## src/rtl/bounce_gen_pkg.sv

```systemverilog
// bounce_gen_pkg: shared FSM states and jitter LFSR constants for the bounce emulator
package bounce_gen_pkg;
  typedef enum logic [1:0] {IDLE, TOGGLE, SETTLE} state_e;
  localparam int LFSR_W = 16;
  localparam logic [LFSR_W-1:0] LFSR_TAPS = 16'hB400;
endpackage

```

## src/rtl/bounce_gen_if.sv

```systemverilog
// bounce_gen_if: clean level in, bouncing level and status out
interface bounce_gen_if #(parameter int PERIOD_W = 7);
  logic                in;
  logic [PERIOD_W-1:0] half_period;
  logic                out;
  logic                busy;
  logic                done;
  modport master (output in, half_period, input out, busy, done);
  modport slave (input in, half_period, output out, busy, done);
endinterface

```

## src/rtl/bounce_lfsr.sv

```systemverilog
// bounce_lfsr: 16-bit Galois LFSR for interval jitter, used only with BOUNCE_GEN_JITTER_EN
module bounce_lfsr import bounce_gen_pkg::*; #(
  parameter int                JIT_W = 3,
  parameter logic [LFSR_W-1:0] SEED  = 16'hACE1
) (
  input  logic             clk,
  input  logic             rstn,
  input  logic             step_i,
  output logic [JIT_W-1:0] jit_o
);
  logic [LFSR_W-1:0] lfsr_q;
  // advance one step per interval load
  always_ff @(posedge clk or negedge rstn)
    if (!rstn) lfsr_q <= SEED;
    else if (step_i) lfsr_q <= {1'b0, lfsr_q[LFSR_W-1:1]} ^ (lfsr_q[0] ? LFSR_TAPS : '0);
  assign jit_o = lfsr_q[JIT_W-1:0];
endmodule

```

## src/rtl/bounce_gen.sv

```systemverilog
// bounce_gen: switch bounce emulator; define BOUNCE_GEN_JITTER_EN for LFSR interval jitter
module bounce_gen import bounce_gen_pkg::*; #(
  parameter int                PERIOD_W      = 7,
  parameter int                BOUNCE_COUNT  = 10,
  parameter int                SETTLE_CYCLES = 16,
  parameter int                JIT_W         = 3,
  parameter logic [LFSR_W-1:0] LFSR_SEED     = 16'hACE1
) (
  input logic         clk,
  input logic         rstn,
  bounce_gen_if.slave bus
);
  localparam int CW = PERIOD_W + 1;
  localparam int TL_W = $clog2(2 * BOUNCE_COUNT + 2);
  localparam logic [TL_W-1:0] TOG_N = TL_W'(2 * BOUNCE_COUNT + 1);
  localparam logic [CW-1:0] SETTLE_LD = CW'(SETTLE_CYCLES - 1);
  if (LFSR_SEED == '0) begin : g_seed_chk
    $error("LFSR_SEED must be nonzero");
  end
  if (JIT_W > PERIOD_W || SETTLE_CYCLES < 1 || SETTLE_CYCLES > 2 ** CW) begin : g_width_chk
    $error("counter too narrow for interval jitter or settle time");
  end
  state_e            state_q, state_d;
  logic [CW-1:0]     cnt_q, cnt_d, ival, jit;
  logic [TL_W-1:0]   tog_q, tog_d;
  logic              out_q, out_d, lvl_q, lvl_d, busy_q, busy_d, done_q, done_d;
  logic [PERIOD_W-1:0] hp;
  assign hp = bus.half_period;
`ifdef BOUNCE_GEN_JITTER_EN
  logic             load;
  logic [JIT_W-1:0] jit_raw;
  assign load = (state_q == IDLE && bus.in != lvl_q) ||
                (state_q == TOGGLE && cnt_q == '0 && tog_q != TL_W'(1));
  bounce_lfsr #(.JIT_W(JIT_W), .SEED(LFSR_SEED)) u_lfsr (
    .clk(clk), .rstn(rstn), .step_i(load), .jit_o(jit_raw)
  );
  assign jit = CW'(jit_raw);
`else
  assign jit = '0;
`endif
  assign ival = CW'(hp == '0 ? PERIOD_W'(1) : hp) + jit - CW'(1);
  // sequence FSM: wait for a level change, toggle 2C+1 times, then settle
  always_comb begin
    state_d = state_q;
    cnt_d   = cnt_q;
    tog_d   = tog_q;
    out_d   = out_q;
    lvl_d   = lvl_q;
    busy_d  = busy_q;
    done_d  = 1'b0;
    case (state_q)
      IDLE:
        if (bus.in != lvl_q) begin
          cnt_d   = ival;
          tog_d   = TOG_N;
          busy_d  = 1'b1;
          state_d = TOGGLE;
        end
      TOGGLE:
        if (cnt_q != '0) cnt_d = cnt_q - CW'(1);
        else begin
          out_d = !out_q;
          tog_d = tog_q - TL_W'(1);
          cnt_d = tog_q == TL_W'(1) ? SETTLE_LD : ival;
          lvl_d = tog_q == TL_W'(1) ? !lvl_q : lvl_q;
          state_d = tog_q == TL_W'(1) ? SETTLE : TOGGLE;
        end
      SETTLE:
        if (cnt_q != '0) cnt_d = cnt_q - CW'(1);
        else begin
          state_d = IDLE;
          busy_d  = 1'b0;
          done_d  = 1'b1;
        end
      default: state_d = IDLE;
    endcase
  end
  // state and output registers; reset abandons any sequence without a done pulse
  always_ff @(posedge clk or negedge rstn)
    if (!rstn) begin
      state_q <= IDLE;
      cnt_q   <= '0;
      tog_q   <= '0;
      out_q   <= 1'b0;
      lvl_q   <= 1'b0;
      busy_q  <= 1'b0;
      done_q  <= 1'b0;
    end else begin
      state_q <= state_d;
      cnt_q   <= cnt_d;
      tog_q   <= tog_d;
      out_q   <= out_d;
      lvl_q   <= lvl_d;
      busy_q  <= busy_d;
      done_q  <= done_d;
    end
  assign bus.out  = out_q;
  assign bus.busy = busy_q;
  assign bus.done = done_q;
endmodule

```

## src/flat_wrapper.sv

```systemverilog
// flat-port wrapper written by rule: the top's interface ports become plain ports
module bounce_gen_flat import bounce_gen_pkg::*;
#(
  parameter int                PERIOD_W      = 7,
  parameter int                BOUNCE_COUNT  = 10,
  parameter int                SETTLE_CYCLES = 16,
  parameter int                JIT_W         = 3,
  parameter logic [LFSR_W-1:0] LFSR_SEED     = 16'hACE1
)
  (clk, rstn, bus_in, bus_half_period, bus_out, bus_busy, bus_done);
  bounce_gen_if #(.PERIOD_W(PERIOD_W)) bus_i ();
  input logic clk;
  input logic rstn;
  input wire logic [$bits(bus_i.in)-1:0] bus_in;
  input wire logic [$bits(bus_i.half_period)-1:0] bus_half_period;
  output wire logic [$bits(bus_i.out)-1:0] bus_out;
  output wire logic [$bits(bus_i.busy)-1:0] bus_busy;
  output wire logic [$bits(bus_i.done)-1:0] bus_done;
  assign bus_i.in = bus_in;
  assign bus_i.half_period = bus_half_period;
  assign bus_out = bus_i.out;
  assign bus_busy = bus_i.busy;
  assign bus_done = bus_i.done;
  bounce_gen #(.PERIOD_W(PERIOD_W), .BOUNCE_COUNT(BOUNCE_COUNT), .SETTLE_CYCLES(SETTLE_CYCLES), .JIT_W(JIT_W), .LFSR_SEED(LFSR_SEED)) u_core (.clk(clk), .rstn(rstn), .bus(bus_i));
endmodule
```

## config.mk

```make
export PLATFORM = sky130hd
export DESIGN_NAME = bounce_gen_flat
export DESIGN_NICKNAME = d
export VERILOG_FILES = /design/src/rtl/bounce_gen_pkg.sv /design/src/rtl/bounce_gen_if.sv /design/src/rtl/bounce_lfsr.sv /design/src/rtl/bounce_gen.sv /design/src/flat_wrapper.sv
export SDC_FILE = /design/constraint.sdc
export NUM_CORES = 1
export LEC_CHECK = 0
export ABC_AREA = 1
export CAP_MARGIN = 20
export CORE_MARGIN = 8
export CORE_UTILIZATION = 45
export DETAILED_ROUTE_END_ITERATION = 10
export SLEW_MARGIN = 20
export SYNTH_ARGS = -nofsm -noshare
export SYNTH_HDL_FRONTEND = slang
export SYNTH_SLANG_ARGS = --single-unit
```

## constraint.sdc

```tcl
create_clock -name clk -period 2.11 [get_ports clk]
set_input_delay 0.422 -clock clk [delete_from_list [all_inputs] [get_ports clk]]
set_output_delay 0.422 -clock clk [all_outputs]
set_load 0.01 [all_outputs]
```

Word-level counts from Yosys, hierarchy flattened
Cells that the tools add are included.
Widths: inputs -> output; s select.
{ "word_totals": {"input_bits": 10, "ff_bits": 19} }
{ "op_classes": {"add_sub_neg": 3, "eq_ne": 8, "muxes": 19, "reduce_logical": 14, "bitwise": 1} }
{ "op_table": {"columns": ["cell", "count"], "rows": [
  ["$mux 8", 4],
  ["$pmux 8 s3", 1],
  ["$sub 8x1->8 const B", 2],
  ["$reduce_and 3->1", 5],
  ["$mux 5", 2],
  ["$pmux 5 s2", 1],
  ["$mux 2", 4],
  ["$reduce_bool 8->1", 1],
  ["$logic_not 7->1", 1],
  ["$mux 7", 1],
  ["$pmux 2 s3", 1],
  ["$eq 5x1->1 const B", 1],
  ["$sub 5x1->5 const B", 1],
  ["$mux 1", 4],
  ["$ne 2x1->1 const B", 2],
  ["$ne 2x2->1 const B", 2],
  ["$reduce_bool 2->1", 2],
  ["$reduce_bool 3->1", 1],
  ["$eq 2x1->1 const B", 1],
  ["$eq 2x2->1 const B", 1],
  ["$logic_not 1->1", 2],
  ["$logic_not 2->1", 1],
  ["$pmux 1 s2", 1],
  ["$reduce_and 2->1", 1],
  ["2 further kinds", 2]
]} }

Logic depth before layout (Yosys ltp)
{ "depth": {"word_depth": 6, "ltp_mapped": 11} }

Worst setup path before layout
Ideal clock, no wire load.
{ "synth_timing": {"path_type": "input-to-reg", "start": "input port bus_half_period[1]", "end": "register u_core.cnt_q[4]", "t_required_ps": 1986, "path_slack_ps": 624, "t_arrival_ps": 1362, "cell_stages": 10, "setup_ps": 124, "path_cell_list": "nor2_1 > nand3_1 > nand2_1 > inv_1 > ha_1 > nand2_1 > xor2_1 > nor2_1 > nand2_1 > nand3_1"} }
{ "synth_between": {"elab_chain_len": 6, "word_cells_on_any_way": 7, "cone_classes": "add/sub (1); mux (5); reduce/logical (1)"} }
{ "synth_rtl": {"columns": ["item", "line", "rtl"], "rows": [
  ["start: declaration", "flat_wrapper.sv:15", "input wire logic [$bits(bus_i.half_period)-1:0] bus_half_period;"],
  ["$logic_not 7->1", "bounce_gen.sv:41", "assign ival = CW'(hp == '0 ? PERIOD_W'(1) : hp) + jit - CW'(1);"],
  ["$mux 7 *", "bounce_gen.sv:41", null],
  ["$sub 8x1->8 *", "bounce_gen.sv:41", null],
  ["$mux 8", "bounce_gen.sv:64", "cnt_d = tog_q == TL_W'(1) ? SETTLE_LD : ival;"],
  ["$mux 8", "bounce_gen.sv:60", "if (cnt_q != '0) cnt_d = cnt_q - CW'(1);"],
  ["$pmux 8 s3 *", "bounce_gen.sv:51", "case (state_q)"],
  ["end signal: assignment", "bounce_gen.sv:90", "cnt_q <= cnt_d;"],
  ["end: declaration", "bounce_gen.sv:24", "logic [CW-1:0] cnt_q, cnt_d, ival, jit;"]
]} }
Every way passes the cells marked *; elsewhere a longest branch is shown, timed or not. The select of a mux whose other input is x is not followed.
A chain may end at the register's enable or synchronous reset.

Worst setup path in the final report
{ "layout_timing": {"start": "register u_core.state_q[1]", "end": "register u_core.tog_q[4]"} }
{ "layout_between": {"elab_chain_len": 3, "word_cells_on_any_way": 7, "cone_classes": "eq/ne (3); mux (1); reduce/logical (3)"} }
{ "layout_rtl": {"columns": ["item", "line", "rtl"], "rows": [
  ["start: declaration", "bounce_gen.sv:23", "state_e state_q, state_d;"],
  ["start signal: assignment", "bounce_gen.sv:89", "state_q <= state_d;"],
  ["$eq 2x1->1 or $logic_not 2->1 (tied branches)", "bounce_gen.sv:51", null],
  ["$ne 2x2->1 (no line), or another cell as far along", null, null],
  ["$reduce_and 3->1 (no line)", null, null],
  ["end signal: assignment", "bounce_gen.sv:91", "tog_q <= tog_d;"],
  ["end: declaration", "bounce_gen.sv:25", "logic [TL_W-1:0] tog_q, tog_d;"]
]} }
Several ways; a longest one is shown, not always the timed one.

==> reports/qor.yml <==
cts_max_path_buffers: 2
post_cts_buffers: 0
end_kind: "flop"
grt.overflow.total: 0
fin_skew_ns: 0.00386
tns_ns: 0
max_freq_mhz: 560
path_clk_slew_ns: 0.11
rows: 20
fillers: 282
antenna_cells: 0
grt_pass1_vias: 1168
synth_top_family_by_area: "simple AND/OR/NAND/NOR gates"
layout-drive-gt1-share: 0.105
synthesis.area_um2: 1420
synth-compound-area-share: 0.0760
core_um2: 3030
startpoint_type: "flop"
die_w_um: 72.1
synth_xor_area_frac: 0.0742
critPathMaxFanout: 6
min_path_type: "input pin to async pin"
root_buffer: "clkbuf_4"
required_ns: 2.29
clkLatencyLatePin_ns: 0.29
port_buffers: 12
synth_sequential_area_ratio: 0.336
syn_nets: 209
rsz0062_at_grt: "no"
ant_nets: 0
synth_seq_cells: 19
synth.distinct_cells: 23
clock_sinks: 19
final_common_cell: "nand2_1"
critPathLaunch: "u_core.state_q[1]"
cp.arrival_ns: 1.97
nNetsFinal: 228
die-area_um2: 5200
period_share: 0.846
mostFrequentLayoutCells: "nand2_1, inv_1, nor2_1"
synth_top_cell_area_share: 0.336
die_h_um: 72.1
ios: 13
postCtsHoldBufs: 0
report.final.slew_viol_count: 0
wl_um: 2830
drc: 0
hpwl_um: 2300
htree_levels: 1
cts_buffers: 3
antenna_found_initial: 0
syn_to_final_growth_pct: 15.3
ctsResizeCount: 0
fin_crit_ns: 1.78
setup_viol_count_final: 0
hold-worst-slack_ns: 0.450
leakagePower_nw: 0.864
reg2reg_depth: 8
drt_iter0_markers: 41
drt-wirelength-per-cell_um: 11.2
path_class: "flop to flop"
vias_per_cell: 4.86
synth_area_per_cell_um2: 7.42
start_util: 0.468
synthMuxAreaShare: 0
outcome: "finished, final reports clean"
grt_pass1_wl_um: 4930
ys_top_cells_by_area: "dfrtp_1, nand2_1, inv_1"
grt_max_degree: 20
slew_headroom: 0.717
grtUsageTotal: 0.116
rrSetupSlack_ns: 0.33
place_congestion: 0.832
vias: 1230
synthAdderAreaFrac: 0.0707
synth_top_area_cell: "dfrtp_1"
cts_tree: "done"
max_cap_violations: 0
reg2reg_from: "u_core.state_q[1]"
worst_pin_slew_ns: 0.419
totalPowerFinal_mw: 2.07
synthCells: 191
yosysWarnings: 0
vdd_ir_drop_max_mv: 0.469
power_density_nw_per_um2: 1270
dr.pass1.iters: 4
final-hold-violation-count: 0
synth-simple-area-share: 0.360
==> cells by family after synthesis <==
group	after synthesis
xor+xnor	12
compound gates	18
fa+ha+maj	8
flops	19
buf+inv	31
simple gates	103
==> state kept, by name (all words and copies together) (netlist names) <==
signal           flops
u_core.cnt_q         8
u_core.tog_q         5
u_core.state_q       2
u_core.bus.busy      1
u_core.bus.done      1
u_core.bus.out       1
u_core.lvl_q         1
==> worst max-delay path, cell delays in order (launching register included) <==
cell and delay, ns:
dfrtp_1 0.40, inv_1 0.09, ha_1 0.29, o21ai_0 0.40, inv_1 0.10, nand2_2 0.13, inv_1 0.09, o21ai_0 0.09
o21ai_0 0.10
==> per-layer routing <==
metal	wire length [µm]	GRT usage	part of all wire	vias to the layer above
li1	-	-	-	641
met1	1460	0.143	0.51	564
met2	1240	0.198	0.44	21
met3	111	0.0248	0.039	4
met4	24	0.0340	0.0085	0
met5	0	0	0	-
==> through the flow <==
stage | cell area [µm²] | cells | util | setup WS [ns]
after floorplan | 1420 | 191 | - | 0.624
after global placement | 1610 | 249 | 0.531 | 0.114
after detailed placement | 1610 | 249 | 0.531 | 0.0758
after CTS | 1630 | 253 | 0.539 | 0.316
after global routing | 1630 | 253 | 0.539 | 0.104
final | 1630 | 253 | 0.539 | 0.325
==> path summary, 6_finish.rpt <==
check,end
worst min register to register,u_core.bus.out
max in group asynchronous,u_core.tog_q[3]
min in group clk,u_core.bus.out
worst max register to register,u_core.tog_q[4]
worst max-delay path,u_core.tog_q[4]
worst min-delay path,u_core.bus.busy
==> where the power goes <==
group	switching, mW	internal, mW
logic	0.781	0.462
registers	0.126	0.511
clock network	0.115	0.0734
==> Yosys cell counts <==
cell type / instances
a21oi_1: 2
nand2_2: 4
inv_1: 30
nand2_1: 44
nor2_4: 2
o21ai_0: 9
ha_1: 8
xnor2_1: 3
nor2_2: 2
nor3_1: 1
nand3_4: 1
o21ai_2: 2
nand4_1: 4
nor2_1: 22
nand3_2: 1
nand3_1: 18
inv_4: 1
o22ai_1: 2
xor2_1: 9
nand2_4: 3
nor2_8: 1
dfrtp_1: 19
o31ai_1: 3
==> cell type report <==
cell class / instances / area, µm² / area share
clock buffers: 4 / 26.3 / 0.0161
multi-input cells: 141 / 822 / 0.503
inverters: 31 / 119 / 0.0728
well taps: 44 / 55.1 / 0.0337
flip-flops and latches: 19 / 475 / 0.291
repair buffers: 14 / 135 / 0.0828
Note: power is estimated with default switching activity, not from simulation.
